## src/rtl/leaf_stream_bridge_if.sv

```systemverilog
// Stream bundle for leaf_stream_bridge: leaf-interface valid/ack links on one side and the
// operator's AXI-stream links on the other. The master modport is the bridge's view.
interface leaf_stream_bridge_if #(
    parameter int unsigned PAYLOAD_BITS  = 32,
    parameter int unsigned NUM_IN_PORTS  = 2,
    parameter int unsigned NUM_OUT_PORTS = 1
);
    // interface -> user
    logic [NUM_IN_PORTS*PAYLOAD_BITS-1:0]  dout_leaf_interface2user;
    logic [NUM_IN_PORTS-1:0]               vld_interface2user;
    logic [NUM_IN_PORTS-1:0]               ack_user2interface;
    logic [NUM_IN_PORTS*PAYLOAD_BITS-1:0]  Input_TDATA;
    logic [NUM_IN_PORTS-1:0]               Input_TVALID;
    logic [NUM_IN_PORTS-1:0]               Input_TREADY;
    // user -> interface
    logic [NUM_OUT_PORTS*PAYLOAD_BITS-1:0] Output_TDATA;
    logic [NUM_OUT_PORTS-1:0]              Output_TVALID;
    logic [NUM_OUT_PORTS-1:0]              Output_TREADY;
    logic [NUM_OUT_PORTS*PAYLOAD_BITS-1:0] din_leaf_user2interface;
    logic [NUM_OUT_PORTS-1:0]              vld_user2interface;
    logic [NUM_OUT_PORTS-1:0]              ack_interface2user;

    modport master (
        input  dout_leaf_interface2user, vld_interface2user, Input_TREADY,
        input  Output_TDATA, Output_TVALID, ack_interface2user,
        output ack_user2interface, Input_TDATA, Input_TVALID,
        output Output_TREADY, din_leaf_user2interface, vld_user2interface
    );

    modport slave (
        output dout_leaf_interface2user, vld_interface2user, Input_TREADY,
        output Output_TDATA, Output_TVALID, ack_interface2user,
        input  ack_user2interface, Input_TDATA, Input_TVALID,
        input  Output_TREADY, din_leaf_user2interface, vld_user2interface
    );
endinterface

```

## src/rtl/leaf_stream_bridge.sv

```systemverilog
// Buffering bridge between leaf-interface valid/ack channels and operator AXI-stream ports, with
// an ap_start sequencer. Define LEAF_BRIDGE_STATS_EN to enable the per-channel word counters.
module leaf_stream_bridge #(
    parameter int unsigned PAYLOAD_BITS  = 32,
    parameter int unsigned NUM_IN_PORTS  = 2,
    parameter int unsigned NUM_OUT_PORTS = 1,
    parameter int unsigned FIFO_DEPTH    = 4,
    parameter int unsigned START_DELAY   = 8
) (
    input  logic                                         clk,
    input  logic                                         reset,
    input  logic                                         ap_start_in,
    output logic                                         ap_start_out,
    leaf_stream_bridge_if.master                         bus,
    output logic [(NUM_IN_PORTS+NUM_OUT_PORTS)*32-1:0]   word_count
);
    localparam int unsigned NumCh = NUM_IN_PORTS + NUM_OUT_PORTS;
    localparam int unsigned AW    = $clog2(FIFO_DEPTH);

    typedef enum logic [1:0] {StIdle, StDelay, StRun} state_e;

    state_e     state_q;
    logic [7:0] delay_q;
    logic       start_q;
    logic       out_en_q;

    // out_en_q keeps the write-side acks low for the first cycle after reset.
    always_ff @(posedge clk) begin
        if (reset) begin
            state_q  <= StIdle;
            delay_q  <= '0;
            start_q  <= 1'b0;
            out_en_q <= 1'b0;
        end else begin
            out_en_q <= 1'b1;
            unique case (state_q)
                StIdle: begin
                    if (ap_start_in) begin
                        if (START_DELAY == 1) begin
                            state_q <= StRun;
                            start_q <= 1'b1;
                        end else begin
                            state_q <= StDelay;
                            delay_q <= 8'(START_DELAY - 1);
                        end
                    end
                end
                StDelay: begin
                    delay_q <= delay_q - 8'd1;
                    if (!ap_start_in) begin
                        state_q <= StIdle;
                    end else if (delay_q == 8'd1) begin
                        state_q <= StRun;
                        start_q <= 1'b1;
                    end
                end
                StRun: begin
                    if (!ap_start_in) begin
                        state_q <= StIdle;
                        start_q <= 1'b0;
                    end
                end
                default: begin
                    state_q <= StIdle;
                    start_q <= 1'b0;
                end
            endcase
        end
    end

    logic run;
    logic wr_en;
    assign run          = start_q & ~reset;
    assign wr_en        = out_en_q & ~reset;
    assign ap_start_out = run;

    // Channels 0..NUM_IN_PORTS-1 are interface->user, the rest user->interface.
    logic                    wr_vld  [NumCh];
    logic                    wr_rdy  [NumCh];
    logic                    wr_fire [NumCh];
    logic [PAYLOAD_BITS-1:0] wr_data [NumCh];
    logic                    rd_vld  [NumCh];
    logic                    rd_rdy  [NumCh];
    logic                    rd_fire [NumCh];
    logic [PAYLOAD_BITS-1:0] rd_data [NumCh];
    logic [31:0]             cnt     [NumCh];

    always_comb begin
        wr_vld                       = '{default: 1'b0};
        wr_data                      = '{default: '0};
        rd_rdy                       = '{default: 1'b0};
        bus.ack_user2interface       = '0;
        bus.Input_TVALID             = '0;
        bus.Input_TDATA              = '0;
        bus.Output_TREADY            = '0;
        bus.vld_user2interface       = '0;
        bus.din_leaf_user2interface  = '0;
        for (int i = 0; i < NUM_IN_PORTS; i++) begin
            wr_vld[i]  = bus.vld_interface2user[i];
            wr_data[i] = bus.dout_leaf_interface2user[i*PAYLOAD_BITS +: PAYLOAD_BITS];
            rd_rdy[i]  = bus.Input_TREADY[i];
            bus.ack_user2interface[i]                          = wr_rdy[i];
            bus.Input_TVALID[i]                                = rd_vld[i];
            bus.Input_TDATA[i*PAYLOAD_BITS +: PAYLOAD_BITS]    = rd_data[i];
        end
        for (int j = 0; j < NUM_OUT_PORTS; j++) begin
            wr_vld[NUM_IN_PORTS+j]  = bus.Output_TVALID[j];
            wr_data[NUM_IN_PORTS+j] = bus.Output_TDATA[j*PAYLOAD_BITS +: PAYLOAD_BITS];
            rd_rdy[NUM_IN_PORTS+j]  = bus.ack_interface2user[j];
            bus.Output_TREADY[j]      = wr_rdy[NUM_IN_PORTS+j];
            bus.vld_user2interface[j] = rd_vld[NUM_IN_PORTS+j];
            bus.din_leaf_user2interface[j*PAYLOAD_BITS +: PAYLOAD_BITS] =
                rd_data[NUM_IN_PORTS+j];
        end
    end

    for (genvar k = 0; k < NumCh; k++) begin : g_ch
        localparam bit IsIn = (k < NUM_IN_PORTS);

        logic [PAYLOAD_BITS-1:0] mem_q [FIFO_DEPTH];
        logic [AW:0]             wr_ptr_q;
        logic [AW:0]             rd_ptr_q;
        logic                    full;
        logic                    empty;

        assign full  = (wr_ptr_q[AW] != rd_ptr_q[AW]) && (wr_ptr_q[AW-1:0] == rd_ptr_q[AW-1:0]);
        assign empty = (wr_ptr_q == rd_ptr_q);

        // Input FIFOs fill in any state but only present to the operator in RUN;
        // output FIFOs accept from the operator only in RUN but always drain.
        assign wr_rdy[k]  = ~full & wr_en & (IsIn | run);
        assign rd_vld[k]  = ~empty & ~reset & (~IsIn | run);
        assign wr_fire[k] = wr_vld[k] & wr_rdy[k];
        assign rd_fire[k] = rd_vld[k] & rd_rdy[k];
        assign rd_data[k] = mem_q[rd_ptr_q[AW-1:0]];

        always_ff @(posedge clk) begin
            if (reset) begin
                wr_ptr_q <= '0;
                rd_ptr_q <= '0;
            end else begin
                if (wr_fire[k]) wr_ptr_q <= wr_ptr_q + {{AW{1'b0}}, 1'b1};
                if (rd_fire[k]) rd_ptr_q <= rd_ptr_q + {{AW{1'b0}}, 1'b1};
            end
        end

        always_ff @(posedge clk) begin
            if (wr_fire[k]) mem_q[wr_ptr_q[AW-1:0]] <= wr_data[k];
        end

`ifdef LEAF_BRIDGE_STATS_EN
        logic [31:0] cnt_q;
        always_ff @(posedge clk) begin
            if (reset) begin
                cnt_q <= '0;
            end else if (wr_fire[k]) begin
                cnt_q <= cnt_q + 32'd1;
            end
        end
        assign cnt[k] = cnt_q & {32{~reset}};
`else
        assign cnt[k] = '0;
`endif
    end

`ifdef LEAF_BRIDGE_STATS_EN
    always_comb begin
        word_count = '0;
        for (int k = 0; k < NumCh; k++) begin
            word_count[k*32 +: 32] = cnt[k];
        end
    end
`else
    assign word_count = '0;
`endif
endmodule
```

## src/flat_wrapper.sv

```systemverilog
// flat-port wrapper written by rule: the top's interface ports become plain ports
module leaf_stream_bridge_flat 
#(
    parameter int unsigned PAYLOAD_BITS  = 32,
    parameter int unsigned NUM_IN_PORTS  = 2,
    parameter int unsigned NUM_OUT_PORTS = 1,
    parameter int unsigned FIFO_DEPTH    = 4,
    parameter int unsigned START_DELAY   = 8
)
  (clk, reset, ap_start_in, ap_start_out, word_count, bus_dout_leaf_interface2user, bus_vld_interface2user, bus_Input_TREADY, bus_Output_TDATA, bus_Output_TVALID, bus_ack_interface2user, bus_ack_user2interface, bus_Input_TDATA, bus_Input_TVALID, bus_Output_TREADY, bus_din_leaf_user2interface, bus_vld_user2interface);
  leaf_stream_bridge_if #(.PAYLOAD_BITS(PAYLOAD_BITS), .NUM_IN_PORTS(NUM_IN_PORTS), .NUM_OUT_PORTS(NUM_OUT_PORTS)) bus_i ();
  input  logic clk;
  input  logic reset;
  input  logic ap_start_in;
  output logic ap_start_out;
  output logic [(NUM_IN_PORTS+NUM_OUT_PORTS)*32-1:0] word_count;
  input wire logic [$bits(bus_i.dout_leaf_interface2user)-1:0] bus_dout_leaf_interface2user;
  input wire logic [$bits(bus_i.vld_interface2user)-1:0] bus_vld_interface2user;
  input wire logic [$bits(bus_i.Input_TREADY)-1:0] bus_Input_TREADY;
  input wire logic [$bits(bus_i.Output_TDATA)-1:0] bus_Output_TDATA;
  input wire logic [$bits(bus_i.Output_TVALID)-1:0] bus_Output_TVALID;
  input wire logic [$bits(bus_i.ack_interface2user)-1:0] bus_ack_interface2user;
  output wire logic [$bits(bus_i.ack_user2interface)-1:0] bus_ack_user2interface;
  output wire logic [$bits(bus_i.Input_TDATA)-1:0] bus_Input_TDATA;
  output wire logic [$bits(bus_i.Input_TVALID)-1:0] bus_Input_TVALID;
  output wire logic [$bits(bus_i.Output_TREADY)-1:0] bus_Output_TREADY;
  output wire logic [$bits(bus_i.din_leaf_user2interface)-1:0] bus_din_leaf_user2interface;
  output wire logic [$bits(bus_i.vld_user2interface)-1:0] bus_vld_user2interface;
  assign bus_i.dout_leaf_interface2user = bus_dout_leaf_interface2user;
  assign bus_i.vld_interface2user = bus_vld_interface2user;
  assign bus_i.Input_TREADY = bus_Input_TREADY;
  assign bus_i.Output_TDATA = bus_Output_TDATA;
  assign bus_i.Output_TVALID = bus_Output_TVALID;
  assign bus_i.ack_interface2user = bus_ack_interface2user;
  assign bus_ack_user2interface = bus_i.ack_user2interface;
  assign bus_Input_TDATA = bus_i.Input_TDATA;
  assign bus_Input_TVALID = bus_i.Input_TVALID;
  assign bus_Output_TREADY = bus_i.Output_TREADY;
  assign bus_din_leaf_user2interface = bus_i.din_leaf_user2interface;
  assign bus_vld_user2interface = bus_i.vld_user2interface;
  leaf_stream_bridge #(.PAYLOAD_BITS(PAYLOAD_BITS), .NUM_IN_PORTS(NUM_IN_PORTS), .NUM_OUT_PORTS(NUM_OUT_PORTS), .FIFO_DEPTH(FIFO_DEPTH), .START_DELAY(START_DELAY)) u_core (.clk(clk), .reset(reset), .ap_start_in(ap_start_in), .ap_start_out(ap_start_out), .bus(bus_i), .word_count(word_count));
endmodule
```

## config.mk

```make
export PLATFORM = sky130hd
export DESIGN_NAME = leaf_stream_bridge_flat
export DESIGN_NICKNAME = d
export VERILOG_FILES = /design/src/rtl/leaf_stream_bridge_if.sv /design/src/rtl/leaf_stream_bridge.sv /design/src/flat_wrapper.sv
export SDC_FILE = /design/constraint.sdc
export NUM_CORES = 1
export LEC_CHECK = 0
export ABC_AREA = 1
export CAP_MARGIN = 25
export CORE_UTILIZATION = 53
export CTS_BUF_LIST = sky130_fd_sc_hd__clkbuf_16
export CTS_CLUSTER_DIAMETER = 30
export DETAILED_ROUTE_END_ITERATION = 6
export PLACE_DENSITY = 0.79
export SLEW_MARGIN = 30
export SYNTH_ARGS = -nofsm -noshare
export SYNTH_HDL_FRONTEND = slang
export SYNTH_SLANG_ARGS = --single-unit
```

## constraint.sdc

```tcl
create_clock -name clk -period 3.7 [get_ports clk]
set_clock_uncertainty 0.1 [all_clocks]
set_input_delay 0.925 -clock clk [delete_from_list [all_inputs] [get_ports clk]]
set_output_delay 0.925 -clock clk [all_outputs]
set_load 0.005 [all_outputs]
```

; Word-level counts from Yosys, hierarchy flattened
; Memories as Yosys holds them, arrays and structs flattened. A register that Yosys moved wholly into a read port is not among the register bits.
; Cells that the tools add are included.
[op_classes]
bitwise = 25
n_reduce_logical = 8
n_eq_ne = 17
n_addsub = 7
n_mux = 24
[op_table]
columns = op, count
row1 = 2-bit 2-to-1 mux, 10
row2 = "3-bit by 1-bit adder with 3-bit output, second input constant", 6
row3 = 1-bit bitwise AND, 17
row4 = 8-bit case mux with 2 select lines, 1
row5 = 1-bit 2-to-1 mux, 10
row6 = 3-bit equality test, 3
row7 = "8-bit by 1-bit equality test with 1-bit output, second input constant", 1
row8 = 8-bit 2-to-1 mux, 1
row9 = 1-bit NOT, 8
row10 = "8-bit by 1-bit subtractor with 8-bit output, second input constant", 1
row11 = 2-bit equality test, 3
row12 = "2-bit inequality test, second input constant", 3
row13 = 2-bit case mux with 3 select lines, 1
row14 = 4-bit AND reduction, 1
row15 = 1-bit logical AND, 3
row16 = 1-bit inequality test, 3
row17 = "3-bit by 2-bit inequality test with 1-bit output, second input constant", 1
row18 = 1-bit case mux with 3 select lines, 1
row19 = 3-bit AND reduction, 1
row20 = "2-bit by 1-bit equality test with 1-bit output, second input constant", 1
row21 = "2-bit equality test, second input constant", 1
row22 = 2-bit logical NOT, 1
row23 = "2-bit by 1-bit inequality test with 1-bit output, second input constant", 1
row24 = 2-bit AND reduction, 1
row25 = 2-bit nonzero test, 1
[totals]
wordCells = 94
n_memories = 3
regBits = 30
output_inout_bits = 199
inputBits = 105
mem_bits_rw = 384
[mem_list]
columns = name, depth, width, rd, rd_ports_with_merged_regs, wr, line_no
row1 = u_core.g_ch[0].mem_q, 4, 32, 1, 1, 1, leaf_stream_bridge.sv:120  ; logic [PAYLOAD_BITS-1:0] mem_q [FIFO_DEPTH];
row2 = u_core.g_ch[1].mem_q, 4, 32, 1, 1, 1, leaf_stream_bridge.sv:120
row3 = u_core.g_ch[2].mem_q, 4, 32, 1, 1, 1, leaf_stream_bridge.sv:120

; Logic depth before layout (Yosys ltp)
; Gate-level depths: netlist of run 1.
[depth]
ltp_word = 8
depth_mapped = 8
ltp_nobuf = 8

; Worst setup path before layout of run 1
; Ideal clock, no wire load.
[synth_path]
path_type = input-to-reg
start = input reset
end = memory u_core.g_ch[2].mem_q[0][0] (enable)
arrival_ps = 2817
n_path_buf = 1
path_stages = 4
setup_ps = 421
path_slack_ps = 362
required_ps = 3179
cell_sequence = buf_6 nor3_4 nand3_4 nor2_1
[synth_between]
elab_chain_cells = 7
word_cells_on_any_way = 8
classes_between = mux: 2 / bitwise: 6
[synth_rtl]
columns = item, line_no
row1 = "start, declared", flat_wrapper.sv:13  ; input logic reset;
row2 = 1-bit NOT *, "leaf_stream_bridge.sv:73, leaf_stream_bridge.sv:74"
row3 = 1-bit bitwise AND, leaf_stream_bridge.sv:74  ; assign wr_en = out_en_q & ~reset;
row4 = 1-bit bitwise AND, leaf_stream_bridge.sv:131  ; assign wr_rdy[k] = ~full & wr_en & (IsIn | run);
row5 = 1-bit bitwise AND *, leaf_stream_bridge.sv:131
row6 = 1-bit bitwise AND *, leaf_stream_bridge.sv:133  ; assign wr_fire[k] = wr_vld[k] & wr_rdy[k];
row7 = 1-bit 2-to-1 mux *, leaf_stream_bridge.sv:148  ; if (wr_fire[k]) mem_q[wr_ptr_q[AW-1:0]] <= wr_data[k];
row8 = 1-bit 2-to-1 mux (implied by the code) *, leaf_stream_bridge.sv:148
row9 = "end, declared", leaf_stream_bridge.sv:120
; Every way passes the cells marked *; elsewhere a longest branch is shown, timed or not.

==> flow_summary.yaml, run 1 <==
placement:
  gp_congestion: 0.799
  dp_slack_ns: 0.168
  placed_area_um2: 19300
  port_buffers: 207
  hpwlAfterDp_um: 21400
yosys:
  synthAdderAreaFrac: 0.0126
  synth_top_family_by_area: "compound AO/OA/AOI/OAI gates"
  syn_area_um2: 16900
  synth_cell_type_count: 31
  synth_area_per_cell_um2: 12.8
  yosysSeqAreaShare: 0.723
  synth_ff_type: "edfxtp_1"
  async_flop_share: 0
  synth_xor_area_frac: 0.00310
  synth-simple-area-share: 0.0913
  yosysWarnings: 0
  synth-compound-area-share: 0.0979
  yosys-mux-area-fraction: 0
  ys_ff_latch: 420
  synth_edf_count: 384
  synthCells: 1326
floorplan:
  die_w_um: 181
  start_util: 0.538
  io_pins: 304
  die_height_um: 181
  placementRows: 65
  die-area_um2: 32700
  core_region_area_um2: 31500
timing:
  drv_slew: 0
  max_clock_freq_mhz: 281
  period_minus_slack_ns: 3.56
  fin_ws_ns: 0.142
  maxSlewHeadroom: 0.569
  setup_viol: 0
  min_period_over_period: 0.962
  hold_viol_final: 0
  rsz0062_at_grt: "false"
  setup_tns_ns: 0
  worstMarginPinSlew_ns: 0.646
cts:
  clock-sinks: 420
  h-tree-depth: 3
  clk_latency_ns: 0.57
  cts_made_buffers: 76
  hold_buffers: 0
  cts_tree: "yes"
  root_buffer: "clkbuf_16"
  post_cts.repair.setup_buffers: 0
  clk_pin_slew_worst_paths_ns: 0.05
  cts.path.max_buffers: 3
power:
  peakVddDrop_uv: 567
  p_leak_uw: 0.00792
  powerDensity_nw_per_um2: 567
finish:
  area_growth_syn_to_layout_pct: 28.8
  nNetsFinal: 1706
  fin_area_um2: 21800
  drive_gt1_frac: 0.124
  fillCellCount: 2014
routing:
  first_pass_iters: 7
  vias_per_cell: 5.43
  wl_per_cell_um: 18.4
  drt_iter0_drc: 791
  postRouteAntennaNets: 0
  route.vias.total: 11100
  drc: 0
  routed_wl_um: 37800
setup_path:
  start_kind: "flip-flop"
  crit_fanout: 64
  required_ns: 2.67
  worstPathArrival_ns: 2.53
  path_class: "flip-flop to output port"
  endpoint_kind: "output port"
global_route:
  overflow: 0
  grt_pass1_wl_um: 58400
  grt_max_degree: 65
  grt_pass1_vias: 11100
  grt_antenna_before_repair: 5
  grtUsageTotal: 0.229
run:
  cap_violations: 0
run_status:
  status: "finished clean"
hold_path:
  min_path_type: "flip-flop to flip-flop"
[worst max-delay path, cell delays in order (launching register included)]
cell and delay, ns:
dfxtp_2 0.34, buf_4 0.52, o21ai_0 0.26, o22ai_1 0.26, clkdlybuf4s50_1 0.54
[routing by layer]
layer | up-vias | share of wire | wire, µm | track usage
li1 | 5149 | - | - | -
met1 | 5353 | 0.38 | 14500 | 0.273
met2 | 538 | 0.51 | 19300 | 0.397
met3 | 75 | 0.082 | 3100 | 0.0576
met4 | 6 | 0.024 | 899 | 0.0971
met5 | - | 0.0011 | 41 | 0
[flip-flops by register name (all words and copies together), names as in the netlist, named ones only]
signal,count
u_core.out_en_q,1
u_core.start_q,1
u_core.delay_q,8
u_core.g_ch.rd_ptr_q,9
u_core.g_ch.mem_q,384
u_core.state_q,2
u_core.g_ch.wr_ptr_q,9
[worst paths after layout]
kind                                                              start                               endpoint  slack, ns  cells after the start
worst max-delay path                                          flip-flop                    bus_Input_TDATA[20]       0.14                      4
worst min-delay path                     u_core.delay_q[4]$_SDFFE_PP0P_         u_core.delay_q[4]$_SDFFE_PP0P_       0.38                      2
worst max register to register  u_core.g_ch[1].wr_ptr_q[0]$_SDFFE_PP0N_  u_core.g_ch[1].mem_q[0][13]$_DFFE_PP_       1.67                      7
worst min register to register           u_core.delay_q[4]$_SDFFE_PP0P_         u_core.delay_q[4]$_SDFFE_PP0P_       0.38                      2
[what timing repair did]
action / 4_1_cts / 5_1_grt
gates resized for setup: 1 / 1
gates cloned: 0 / 0
endpoints found under the setup margin: 4 / 6
[layout by cell type (no fill, tap or decap), types with 3 or more instances in the layout]
cell type,synthesis,routed
edfxtp_1,384,384
nor2_1,231,219
clkdlybuf4s50_1,0,207
o21ai_0,149,149
o22ai_1,96,96
conb_1,1,96
nand2_1,87,87
clkbuf_16,0,76
inv_1,40,47
o21ai_1,46,46
dfxtp_1,36,33
buf_4,97,27
inv_2,17,17
ha_1,17,17
nor2_2,1,13
nand4_1,13,13
a21oi_1,13,13
clkinv_1,0,13
clkinvlp_4,0,12
clkinv_2,0,10
nand3_2,9,9
nor3_1,8,8
bufinv_16,0,8
buf_12,0,7
xor2_1,6,6
nand3_1,5,5
inv_6,0,4
nand3_4,3,3
clkinv_16,0,3
clkinv_4,0,3
[power breakdown]
part           leakage [µW]  switching [µW]  internal, µW
sequential          0.00376            18.7          5230
combinational       0.00293             201           178
clock               0.00124            2400          4360
[cell families after synthesis]
logic type | count (synthesis)
buffers and inverters | 214
AOI/OAI and AO/OA | 306
other | 1
adders and majority gates | 17
and+or+nand+nor | 362
xor gates and xnor gates | 6
DFF | 420
[synth_stat cells (all sizes together), types with 13 or more instances]
master	n	area [µm²]
a21oi	13	65.1
clkbuf	26	101
o22ai	96	601
dfxtp	36	721
nand4	13	81.3
inv	57	214
nand3	17	168
buf	131	901
nor2	234	896
ha	17	213
nand2	88	333
edfxtp	384	11500
o21ai	195	976
[per-stage QoR]
stage                util  hold slack, ns  std cells  total power (µW)
global route        0.694           0.403       2049             12700
CTS                 0.693           0.379       2047             12500
global placement    0.612           0.358       1908              5690
detailed placement  0.612           0.369       1908              5710
floorplan               -           0.349       1421              5540
finish              0.694           0.379       2049             12400
[area by class of cell]
type                            instances  area, µm²  area share
Sequential cell                       420      12300       0.562
Multi-Input combinational cell        787       3860       0.177
Timing Repair Buffer                  242       2430       0.111
Clock buffer                           76       1900      0.0871
Clock inverter                         63        659      0.0302
Tap cell                              402        503      0.0230
Inverter                               57        214     0.00980
Antenna cell                            2       5.00    0.000229
Power figures use the tool's default switching activity.
==> run 2, diff against run 1 <==
--- a/config.mk
+++ b/config.mk
@@ -7,11 +7,12 @@
 export LEC_CHECK = 0
 export ABC_AREA = 1
 export CAP_MARGIN = 25
-export CORE_UTILIZATION = 53
+export CORE_ASPECT_RATIO = 0.6
+export CORE_UTILIZATION = 57
 export CTS_BUF_LIST = sky130_fd_sc_hd__clkbuf_16
 export CTS_CLUSTER_DIAMETER = 30
 export DETAILED_ROUTE_END_ITERATION = 6
-export PLACE_DENSITY = 0.79
+export PLACE_DENSITY = 0.85
 export SLEW_MARGIN = 30
 export SYNTH_ARGS = -nofsm -noshare
 export SYNTH_HDL_FRONTEND = slang
==> constraint.sdc (replaced) <==
create_clock -name clk -period 4.15 [get_ports clk]
set_clock_uncertainty 0.1 [all_clocks]
set_input_delay 1.0375 -clock clk [delete_from_list [all_inputs] [get_ports clk]]
set_output_delay 1.0375 -clock clk [all_outputs]
set_load 0.005 [all_outputs]
==> flow_summary.yaml, run 2 (synthesis gave the netlist of run 1 again) <==
routing:
  postRouteAntennaNets: 0
  route.vias.total: 10800
  drt_iter0_drc: 864
  vias_per_cell: 5.44
  first_pass_iters: 5
  wl_per_cell_um: 18.8
  drc: 0
  routed_wl_um: 37400
finish:
  drive_gt1_frac: 0.0969
  nNetsFinal: 1672
  layout_commonest_cell: "edfxtp_1"
  area_growth_syn_to_layout_pct: 22.5
  largest_reg_flops: 384
  final_cells: 1991
  final_cell_mix: "edfxtp_1, nor2_1, clkdlybuf4s50_1"
power:
  powerDensity_nw_per_um2: 444
  swShare: 0.201
  p_sw_uw: 1850
  power.share.sequential: 0.507
  p_leak_uw: 0.00743
  peakVddDrop_uv: 316
  p_comb_frac: 0.037
  intPower_uw: 7360
  clockPowerShare: 0.456
cts:
  postCtsResizedCells: 0
  h-tree-depth: 2
  clock-sinks: 420
  cts.path.max_buffers: 3
  clk_latency_ns: 0.55
  clk_pin_slew_worst_paths_ns: 0.06
  cts_tree: "yes"
  hold_buffers: 0
  root_buffer: "clkbuf_16"
  post_cts.repair.setup_buffers: 0
  cts_made_buffers: 49
setup_path:
  required_ns: 3.01
  worstPathArrival_ns: 2.52
  crit_fanout: 56
  path_class: "flip-flop to output port"
  endpoint_kind: "output port"
  start_kind: "flip-flop"
timing:
  setup_tns_ns: 0
  setup_viol: 0
  max_clock_freq_mhz: 273
  maxSlewHeadroom: 0.578
  min_period_over_period: 0.882
  worstMarginPinSlew_ns: 0.633
  rsz0062_at_grt: "false"
  drv_slew: 0
  hold_viol_final: 0
  period_minus_slack_ns: 3.66
placement:
  dp_cells: 1899
  gp_congestion: 0.810
  hpwlAfterDp_um: 22200
  port_buffers: 207
floorplan:
  die_w_um: 225
  start_util: 0.584
  die-area_um2: 30400
  io_pins: 304
  core_region_area_um2: 29000
  die_height_um: 136
  placementRows: 48
global_route:
  grt_pass1_wl_um: 56800
  grt_pass1_vias: 10400
  overflow: 0
  grt_antenna_before_repair: 3
  grtUsageTotal: 0.242
  grt_max_degree: 65
run:
  cap_violations: 0
run_status:
  status: "finished clean"
hold_path:
  min_path_type: "flip-flop to flip-flop"
## run 2: cell count changes in the layout (fill, tap and decap cells not counted), sizes merged
| cell | change |
|---|---|
| clkbuf | -25 |
| clkinv | -10 |
| inv | -4 |
| buf | -7 |
| clkinvlp | -7 |
| bufinv | -3 |
## run 2: layout make-up
class / count / area (µm²)
sequential: 420 / 12300
fill: 1903 / 8250
multi-input combinational: 787 / 3860
timing repair buffer: 235 / 2310
clock buffer: 51 / 1280
tap: 400 / 500
clock inverter: 39 / 340
inverter: 57 / 214
antenna: 2 / 5.00
## run 2: final timing paths
kind	to	slack (ns)	startpoint	cells past startpoint
hold reg to reg	u_core.state_q[1]$_SDFFE_PP0P_	0.38	u_core.state_q[1]$_SDFFE_PP0P_	2
hold / removal	u_core.state_q[1]$_SDFFE_PP0P_	0.38	u_core.state_q[1]$_SDFFE_PP0P_	2
setup reg to reg	u_core.g_ch[1].mem_q[3][25]$_DFFE_PP_	2.08	u_core.g_ch[1].wr_ptr_q[0]$_SDFFE_PP0N_	7
setup / recovery	bus_Input_TDATA[60]	0.49	flip-flop	5
## run 2: critical path, stage by stage, from the launching register on
cell and delay, ns:
dfxtp_2 0.32, inv_2 0.11, buf_4 0.48, o21ai_0 0.24
o22ai_1 0.24, clkdlybuf4s50_1 0.55
## run 2: routing by layer
| layer | vias up | track usage | wire length [µm] | share of wire |
|---|---|---|---|---|
| li1 | 5045 | - | - | - |
| met1 | 5214 | 0.333 | 15700 | 0.42 |
| met2 | 495 | 0.390 | 18100 | 0.49 |
| met3 | 77 | 0.0473 | 2610 | 0.070 |
| met4 | 2 | 0.0801 | 907 | 0.024 |
| met5 | - | 0 | 13 | 0.00035 |
## run 2: power groups by stage
stage                     Clock [µW]  Combinational [µW]  Sequential (µW)
after CTS                       4260                 337             4670
after global routing            4440                 372             4670
final                           4200                 341             4670
after global placement             0                 322             4760
after detailed placement           0                 332             4760
after floorplan                    0                 180             4760
## run 2: stage by stage
step	utilization	setup WS (ns)	total power, µW	hold slack [ns]	instance area (µm²)
2_1_floorplan	-	0.699	4940	0.349	17300
6_report	0.716	0.489	9220	0.384	20800
5_1_grt	0.715	0.370	9490	0.401	20800
4_1_cts	0.715	0.504	9270	0.384	20800
3_3_place_gp	0.660	0.517	5080	0.360	19100
3_5_place_dp	0.660	0.504	5090	0.375	19100
==> run 3, diff against run 2 <==
--- a/config.mk
+++ b/config.mk
@@ -8,11 +8,11 @@
 export ABC_AREA = 1
 export CAP_MARGIN = 25
 export CORE_ASPECT_RATIO = 0.6
-export CORE_UTILIZATION = 57
+export CORE_UTILIZATION = 48
 export CTS_BUF_LIST = sky130_fd_sc_hd__clkbuf_16
 export CTS_CLUSTER_DIAMETER = 30
 export DETAILED_ROUTE_END_ITERATION = 6
-export PLACE_DENSITY = 0.85
+export PLACE_DENSITY = 0.76
 export SLEW_MARGIN = 30
 export SYNTH_ARGS = -nofsm -noshare
 export SYNTH_HDL_FRONTEND = slang
==> constraint.sdc (replaced) <==
create_clock -name clk -period 3.3 [get_ports clk]
set_clock_uncertainty 0.1 [all_clocks]
set_input_delay 0.825 -clock clk [delete_from_list [all_inputs] [get_ports clk]]
set_output_delay 0.825 -clock clk [all_outputs]
set_load 0.005 [all_outputs]
==> flow_summary.yaml, run 3 (synthesis gave the netlist of run 1 again) <==
cts:
  cts.path.max_buffers: 3
  root_buffer: "clkbuf_16"
  hold_buffers: 0
  clk_pin_slew_worst_paths_ns: 0.06
  h-tree-depth: 2
  clock-sinks: 420
  cts_made_buffers: 59
  cts_tree: "yes"
  clk_latency_ns: 0.57
  post_cts.repair.setup_buffers: 0
timing:
  hold_viol_final: 0
  rsz0062_at_grt: "false"
  timing.hold.ws_ns: 0.379
  drv_slew: 0
  period_minus_slack_ns: 3.19
  setup_viol: 0
  fin_ws_ns: 0.107
  min_period_over_period: 0.968
  max_clock_freq_mhz: 313
setup_path:
  ff2ff_setup_slack_ns: 1.37
  crit_buf_inv: 2
  required_ns: 2.37
  path_class: "flip-flop to output port"
  crit_fanout: 22
  path_cells: "buf_4, o21ai_0, o22ai_1, clkdlybuf4s50_1"
  r2r_cells: 7
  endpoint_kind: "output port"
  worstPathArrival_ns: 2.27
  start_kind: "flip-flop"
  cpPeakStageDelay_ns: 0.56
  crit_family: "buffers and inverters"
  cp_num_cells: 4
  r2r-end: "u_core.g_ch[0].mem_q[3][9]$_DFFE_PP_"
  rr_startpoint: "u_core.g_ch[0].wr_ptr_q[0]$_SDFFE_PP0N_"
  critPathCapture: "bus_Input_TDATA[22]"
  crit_slowest_cell: "clkdlybuf4s50_1"
routing:
  wl_per_cell_um: 17.9
  routed_wl_um: 37400
  route.vias.total: 10800
  first_pass_iters: 5
  vias_per_cell: 5.16
  postRouteAntennaNets: 0
  drt_iter0_drc: 741
  drc: 0
floorplan:
  placementRows: 52
  start_util: 0.495
  die_w_um: 245
  die-area_um2: 36100
  core_region_area_um2: 34200
  die_height_um: 148
  io_pins: 304
power:
  peakVddDrop_uv: 420
  powerDensity_nw_per_um2: 584
  p_leak_uw: 0.00774
  p_total_uw: 12600
placement:
  hpwlAfterDp_um: 23400
  gp_congestion: 0.801
  dp_slack_ns: -0.0163
  port_buffers: 207
finish:
  layout_commonest_cell: "edfxtp_1"
  drive_gt1_frac: 0.121
  nNetsFinal: 1695
  area_growth_syn_to_layout_pct: 27.6
  largest_reg_flops: 384
  final_cell_mix: "edfxtp_1, nor2_1, clkdlybuf4s50_1"
  fin_util: 0.632
hold_path:
  min_path_type: "flip-flop to flip-flop"
global_route:
  grt_antenna_before_repair: 2
  grt_max_degree: 65
  grtUsageTotal: 0.205
  grt_pass1_vias: 10300
  overflow: 0
  grt_pass1_wl_um: 57100
run:
  cap_violations: 0
run_status:
  status: "finished clean"
run 3: cell types whose count changed in the layout (fill, tap and decap cells not counted), moves of 6 or more:
cell	change
clkbuf_16	+10
inv_6	+7
buf_12	+14
buf_4	-7
clkinvlp_4	+8
clkinv_1	-6
run 3: where the power goes:
| group | total, µW | leakage (µW) | internal [µW] | switching [µW] |
|---|---|---|---|---|
| registers | 5880 | 0.00376 | 5860 | 19.2 |
| logic | 432 | 0.00301 | 205 | 226 |
| clock network | 6330 | 0.000976 | 3870 | 2460 |
| total | 12600 | 0.00774 | 9940 | 2700 |
run 3: what timing repair did:
action                                  in CTS  in global routing
endpoints found under the setup margin      40                 26
resized for setup                            4                 12
gates cloned                                 0                  1
run 3: cell type report:
| cell class | count | area, µm² |
|---|---|---|
| antenna | 1 | 2.50 |
| clock buffer | 60 | 1500 |
| timing repair buffer | 248 | 2640 |
| tap | 459 | 574 |
| inverter | 57 | 219 |
| fill | 2488 | 12600 |
| sequential | 420 | 12300 |
| clock inverter | 52 | 543 |
| multi-input combinational | 787 | 3890 |
run 3: worst min path at each step:
stage	from	end	slack (ns)	cells after the start
final	u_core.state_q[1]$_SDFFE_PP0P_	u_core.state_q[1]$_SDFFE_PP0P_	0.38	2
after global routing	u_core.state_q[1]$_SDFFE_PP0P_	u_core.state_q[1]$_SDFFE_PP0P_	0.41	2
after CTS	u_core.state_q[1]$_SDFFE_PP0P_	u_core.state_q[1]$_SDFFE_PP0P_	0.38	2
after detailed placement	u_core.state_q[1]$_SDFFE_PP0P_	u_core.state_q[1]$_SDFFE_PP0P_	0.37	2
after global placement	u_core.state_q[1]$_SDFFE_PP0P_	u_core.state_q[1]$_SDFFE_PP0P_	0.36	2
after floorplan	u_core.state_q[1]$_SDFFE_PP0P_	u_core.state_q[1]$_SDFFE_PP0P_	0.35	2
run 3: worst reg2reg max path, delay by kind of cell (launching register included):
family	cells	cell delay, ns
buf+inv	2	0.33
flops	1	0.43
simple gates	5	0.76
run 3: per-stage QoR:
step	TNS (ns)	area, µm²	std cells
2_1_floorplan	0	17300	1421
3_3_place_gp	-0.00414	19500	1970
3_5_place_dp	-0.0300	19500	1970
4_1_cts	-0.00303	21600	2082
5_1_grt	0	21600	2084
6_report	0	21600	2084
run 3: layer usage:
| metal | track usage | vias to the layer above | part of all wire | routed length (µm) |
|---|---|---|---|---|
| met3 | 0.0465 | 64 | 0.070 | 2640 |
| met1 | 0.277 | 5153 | 0.43 | 16100 |
| li1 | - | 5116 | - | - |
| met2 | 0.332 | 418 | 0.48 | 17900 |
| met5 | 0 | - | 0.00035 | 13 |
| met4 | 0.0625 | 2 | 0.020 | 760 |
